### config.mk
export PLATFORM = sky130hd
export DESIGN_NAME = seq_det_win_counter
export DESIGN_NICKNAME = d
export VERILOG_FILES = /design/src/rtl/seq_det_pkg.sv /design/src/rtl/seq_det_sat_cnt.sv /design/src/rtl/seq_det_win_counter.sv
export SDC_FILE = /design/constraint.sdc
export NUM_CORES = 1
export LEC_CHECK = 0
export ABC_AREA = 0
export ABC_CLOCK_PERIOD_IN_PS = 4230
export CAP_MARGIN = 20
export CORE_MARGIN = 5
export CORE_UTILIZATION = 50
export DETAILED_ROUTE_END_ITERATION = 8
export GPL_TIMING_DRIVEN = 0
export MAX_ROUTING_LAYER = met4
export PLACE_DENSITY_LB_ADDON = 0.08
export SETUP_SLACK_MARGIN = 0.2
export SLEW_MARGIN = 25
export SYNTH_ARGS = -nofsm -noshare
export SYNTH_HDL_FRONTEND = slang
export SYNTH_SLANG_ARGS = --single-unit
### constraint.sdc
create_clock -name clock -period 4.23 [get_ports clock]
set_input_delay 0.846 -clock clock [delete_from_list [all_inputs] [get_ports clock]]
set_output_delay 0.846 -clock clock [all_outputs]
set_load 0.01 [all_outputs]
### src/rtl/seq_det_pkg.sv
// -----------------------------------------------------------------------------
// seq_det_pkg
// Shared definitions for the windowed detection counter:
//   - CNT_W_DEFAULT / WIN_W_DEFAULT : default widths of the count and of the
//     window length input
//   - state_t                       : IDLE / RUN state of the window FSM
// -----------------------------------------------------------------------------
package seq_det_pkg;

    localparam int CNT_W_DEFAULT = 8;
    localparam int WIN_W_DEFAULT = 16;

    typedef enum logic {
        IDLE = 1'b0,
        RUN  = 1'b1
    } state_t;

endpackage

### src/rtl/seq_det_sat_cnt.sv
// -----------------------------------------------------------------------------
// seq_det_sat_cnt
// Saturating CNT_W-bit event accumulator with a sticky saturation flag.
// Ports:
//   clock     : rising-edge clock
//   reset     : synchronous active-high reset
//   clear     : restart from zero next cycle (wins over inc)
//   inc       : one event this cycle
//   total     : accumulated count INCLUDING this cycle's inc (combinational),
//               so the owner can report the window's final event on the same
//               cycle it closes the window
//   total_sat : saturation flag including this cycle's inc (combinational)
// The flag is set when an event arrives while the count is already at its
// maximum, i.e. when an event is actually lost.
// -----------------------------------------------------------------------------
module seq_det_sat_cnt
    import seq_det_pkg::*;
#(
    parameter int CNT_W = CNT_W_DEFAULT
) (
    input  logic             clock,
    input  logic             reset,
    input  logic             clear,
    input  logic             inc,
    output logic [CNT_W-1:0] total,
    output logic             total_sat
);

    localparam logic [CNT_W-1:0] CNT_MAX = '1;

    logic [CNT_W-1:0] count_reg;
    logic             sat_reg;

    always_comb begin
        total     = count_reg;
        total_sat = sat_reg;
        if (inc) begin
            if (count_reg == CNT_MAX) begin
                total_sat = 1'b1;
            end else begin
                total = count_reg + CNT_W'(1);
            end
        end
    end

    always_ff @(posedge clock) begin
        if (reset || clear) begin
            count_reg <= '0;
            sat_reg   <= 1'b0;
        end else begin
            count_reg <= total;
            sat_reg   <= total_sat;
        end
    end

endmodule

### src/rtl/seq_det_win_counter.sv
// -----------------------------------------------------------------------------
// seq_det_win_counter
// Counts detector hits over back-to-back windows of win_len cycles and hands
// each window's total to a consumer through a valid/ready report register.
// Ports:
//   clock, reset : rising-edge clock, synchronous active-high reset
//   enable       : 1 = windows run, 0 = idle (current window discarded)
//   det_in       : detector output
//   win_len      : window length in cycles (0 behaves as 1), sampled at the
//                  start of every window
//   cnt_o, sat_o : last reported count and its saturation flag
//   cnt_valid    : report pending, held until cnt_ready
//   cnt_ready    : consumer accepts the report
//   lost_o       : sticky, a finished window found the report still pending
// Build option: define SEQ_DET_WIN_EDGE_EN to count only rising edges of
// det_in instead of every high cycle.
// -----------------------------------------------------------------------------
module seq_det_win_counter
    import seq_det_pkg::*;
#(
    parameter int CNT_W = CNT_W_DEFAULT,
    parameter int WIN_W = WIN_W_DEFAULT
) (
    input  logic             clock,
    input  logic             reset,
    input  logic             enable,
    input  logic             det_in,
    input  logic [WIN_W-1:0] win_len,
    output logic [CNT_W-1:0] cnt_o,
    output logic             sat_o,
    output logic             cnt_valid,
    input  logic             cnt_ready,
    output logic             lost_o
);

    state_t           state_reg;
    logic [WIN_W-1:0] timer_reg;
    logic [WIN_W-1:0] last_reg;     // latched window length minus one
    logic [CNT_W-1:0] cnt_reg;
    logic             sat_reg;
    logic             valid_reg;
    logic             lost_reg;

    logic [WIN_W-1:0] last_sample;
    logic             running;
    logic             win_end;
    logic             event_hit;
    logic             acc_clear;
    logic             acc_inc;
    logic [CNT_W-1:0] acc_total;
    logic             acc_total_sat;

    // A zero length collapses to a one-cycle window.
    assign last_sample = (win_len == '0) ? '0 : (win_len - WIN_W'(1));

`ifdef SEQ_DET_WIN_EDGE_EN
    logic prev_det_reg;

    // Held at 0 while idle so the first RUN cycle sees a clean history.
    always_ff @(posedge clock) begin
        if (reset || (state_reg == IDLE)) begin
            prev_det_reg <= 1'b0;
        end else begin
            prev_det_reg <= det_in;
        end
    end

    assign event_hit = det_in & ~prev_det_reg;
`else
    assign event_hit = det_in;
`endif

    assign running   = (state_reg == RUN) && enable;
    assign win_end   = running && (timer_reg == last_reg);
    assign acc_inc   = running && event_hit;
    // The window-end event is already folded into acc_total, so clearing on
    // that cycle starts the next window with no dead cycle.
    assign acc_clear = !running || win_end;

    seq_det_sat_cnt #(
        .CNT_W (CNT_W)
    ) u_acc (
        .clock     (clock),
        .reset     (reset),
        .clear     (acc_clear),
        .inc       (acc_inc),
        .total     (acc_total),
        .total_sat (acc_total_sat)
    );

    always_ff @(posedge clock) begin
        if (reset) begin
            state_reg <= IDLE;
            timer_reg <= '0;
            last_reg  <= '0;
            cnt_reg   <= '0;
            sat_reg   <= 1'b0;
            valid_reg <= 1'b0;
            lost_reg  <= 1'b0;
        end else begin
            // Handshake first; a report loaded below on the same cycle
            // overrides this and keeps valid high.
            if (valid_reg && cnt_ready) begin
                valid_reg <= 1'b0;
            end

            case (state_reg)
                IDLE: begin
                    if (enable) begin
                        state_reg <= RUN;
                        timer_reg <= '0;
                        last_reg  <= last_sample;
                    end
                end
                RUN: begin
                    if (!enable) begin
                        state_reg <= IDLE;
                    end else if (win_end) begin
                        timer_reg <= '0;
                        last_reg  <= last_sample;
                        if (valid_reg && !cnt_ready) begin
                            lost_reg <= 1'b1;
                        end else begin
                            cnt_reg   <= acc_total;
                            sat_reg   <= acc_total_sat;
                            valid_reg <= 1'b1;
                        end
                    end else begin
                        timer_reg <= timer_reg + WIN_W'(1);
                    end
                end
            endcase
        end
    end

    assign cnt_o     = cnt_reg;
    assign sat_o     = sat_reg;
    assign cnt_valid = valid_reg;
    assign lost_o    = lost_reg;

endmodule

==> impl_results.md <==
* DRC violations left at 0
* Floorplan die area at 0.00676 mm2
* Chip height at 82.2 um
* Reg2reg setup slack at 2.01 ns
* Post-synthesis xor/xnor area fraction at 0.141
* TritonCTS Sinks at 53
* Period Utilization, post-route at 0.705
* Routed wirelength normalized by instance count at 13.8 um
* RSZ-0062 raised after global routing: false
* Number of detailed-route iterations in the first pass at 4
* CTS tree: built
* Highest clock frequency the design can meet at 0.335 GHz
* Fillers at 483
* Avg Cell Area, Syn at 9.12 um2
* Number of antenna violations at the first check in global routing at 0
* Number of top-level design ports at 32
* FP Rows at 26
* Met2 Use GR at 0.307
* Crit end category: flop
* Core region area at 0.00507 mm2
* Die width at 82.2 um
* Met3 Track Usage GR at 0.0347
* DP Wirelength at 4150 um
* Seq/Total Area, Yosys at 0.407
* Flip-flop and latch count after synthesis at 53
* Number of buffers created by CTS at 5
* Post-synth top area cell: dfxtp_1
* Number of max-cap violations at 0
* Setup tns final at 0 ns
* Relative slew slack at 0.523
* Netlist cell types at 43
* Tmin final at 2.98 ns
* Pin count of the biggest net entering global routing at 16
* Data arrival, critical path at 3.19 ns
* Multiplexer area fraction after synthesis at 0.0355
* Number of buffers inserted by post-CTS setup repair at 0
* Busiest grt layer: met2
* Cells resized by post-CTS repair at 0
* Number of endpoints failing setup at the final stage at 0
* Synthesized-area fraction occupied by ao, oa, aoi and oai cells at 0.146
* Antenna violation net count after detailed routing at 0
* Total non-filler cell area in the finished layout at 0.00311 mm2
* Via density per instance at 5.41
* Dominant combinational cell family by area after synthesis: simple AND/OR/NAND/NOR gates
* Clk_lat worst skew at 0.30 ns
* Combined area of all synthesized cells at 0.00261 mm2
* Clock H-tree levels at 2
* Startpoint class of the critical path: primary input
* Area share of the largest cell type after synthesis at 0.407
* Fraction of final layout cells with drive strength greater than 1 at 0.0648
* Post-Syn Instances at 286
* Final setup slack of the worst path at 1.25 ns
* Transition time of the tightest slew-check pin at 0.709 ns
* Simple-gate share of the synthesized area at 0.223
* PnR Total Power at 976 uW
* Global-route wire length before repair at 9400 um
* Number of DRC markers after the initial detailed-route iteration at 90
* WS Path Type: primary input to flop
* Hold_buf cts at 0
* Min-delay worst type: flop to flop
* Total inserted antenna cells at 0
* Top fanout value on the critical path at 4
* # port buffers at 30
* Largest clock skew in the final design at 0.00456 ns
* CTS clk-pin slew, worst paths at 0.09 ns
* Fin nets at 347
* Routability-driven placement congestion ratio at 0.837
* Leading cell types by count after synthesis: dfxtp_1, nor2_1, xnor2_1, nand2_1, nand4_1
* Post-synth EDFFs at 0
* Total placed instance area at 0.00300 mm2
* Total GRT Usage at 0.183
* Remaining global-route overflow at 0
* Starting density of the core at 0.514
* Result of the run: completed
* Routed WL at 5460 um
* Top cells by area, synth: dfxtp_1, xnor2_1, nor2_1, o2bb2ai_1, xor2_1
* Critical path data required time at 4.44 ns
* Number of buffers on the longest clock path at 2
* Count leader, synth: dfxtp_1
* Cell at the root of the clock tree: clkbuf_8
* Post-Synth Adder-Cell Area at 0.0144
* Via count of the first global-routing pass at 2,131
* Leakage power at 0.00105 uW
* Final Hold Violating Endpoints at 0
* Net count after synthesis at 310
* Share of synthesized registers carrying an async set or reset at 0
* VDD IR max at 0.223 mV
* Detailed-route via count at 2,132
* Most used flip-flop cell after synthesis: dfxtp_1
* Yosys synthesis warning count at 0
* Met1 Track Usage GR at 0.223
* Placed Cells incl. Taps at 386
* Max-slew violation count at 0
* Non-Filler Instances at 394
* Power density relative to cell area at 314 mW/mm2
* Dpl ws at 0.997 ns
* Signed area change from the synthesized netlist to the final layout at 19.3%
-- layer usage --
metal  part of all wire  wire length (um)
met2               0.50              2720
met3              0.025               139
met4             0.0092                50
met1               0.47              2550
met5                  0                 0
-- final timing paths --
| check | start | to | cells past startpoint |
|---|---|---|---|
| worst max-delay path | win_len[8] | last_reg[15]$_SDFFE_PP0P_ | 6 |
| worst min-delay path | cnt_o[4]$_SDFFE_PP0P_ | cnt_o[4]$_SDFFE_PP0P_ | 2 |
| worst max register to register | last_reg[14]$_SDFFE_PP0P_ | cnt_o[6]$_SDFFE_PP0P_ | 5 |
| worst min register to register | cnt_o[4]$_SDFFE_PP0P_ | cnt_o[4]$_SDFFE_PP0P_ | 2 |
-- layout make-up --
class	count	area [um2]	area share
plain buffers	9	60.1	0.0193
clock inverters	1	30.0	0.00965
flip-flops and latches	53	1060	0.341
repair buffers	30	300	0.0965
multi-input cells	217	1460	0.469
well taps	70	87.6	0.0281
inverters	7	26.3	0.00844
clock buffers	7	86.3	0.0277
-- where the power goes --
group	internal (uW)	leakage (uW)	switching [uW]
Clock	193	0.0000585	156
Combinational	48.7	0.000565	56.4
Sequential	511	0.000430	10.3
-- worst max-delay path, stage by stage --
cell             delay [ns]
clkdlybuf4s50_1        0.47
nor4_1                 0.66
nand3_1                0.24
or4b_1                 0.56
mux2i_1                0.15
a311oi_1               0.27
-- metrics by stage --
stage / hold WS, ns / util
floorplan: 0.439 / -
CTS: 0.467 / 0.613
finish: 0.468 / 0.613
global placement: 0.449 / 0.590
detailed placement: 0.454 / 0.590
global route: 0.493 / 0.613
-- placed cells by master (no fill, tap or decap), types with 4 or more instances in the layout --
| cell type | instances |
|---|---|
| nor4_1 | 4 |
| clkbuf_8 | 6 |
| o21ai_0 | 7 |
| a21oi_1 | 10 |
| xor2_1 | 14 |
| mux2i_1 | 7 |
| dfxtp_1 | 53 |
| nor2_1 | 34 |
| inv_1 | 7 |
| nor3b_1 | 5 |
| nand3_1 | 11 |
| a31oi_1 | 6 |
| o2bb2ai_1 | 14 |
| xnor2_1 | 28 |
| nand2_1 | 19 |
| clkdlybuf4s50_1 | 30 |
| nand4_1 | 16 |
| buf_2 | 5 |
| nor3_1 | 6 |
-- logic make-up (layout without fill, tap and decap cells) --
logic type,after synthesis,in the layout
buffers and inverters,16,54
AOI/OAI and AO/OA,50,50
DFF,53,53
xor gates and xnor gates,42,42
muxes,9,9
and+or+nand+nor,113,113
adders and majority gates,3,3
Power figures use the tool's default switching activity.
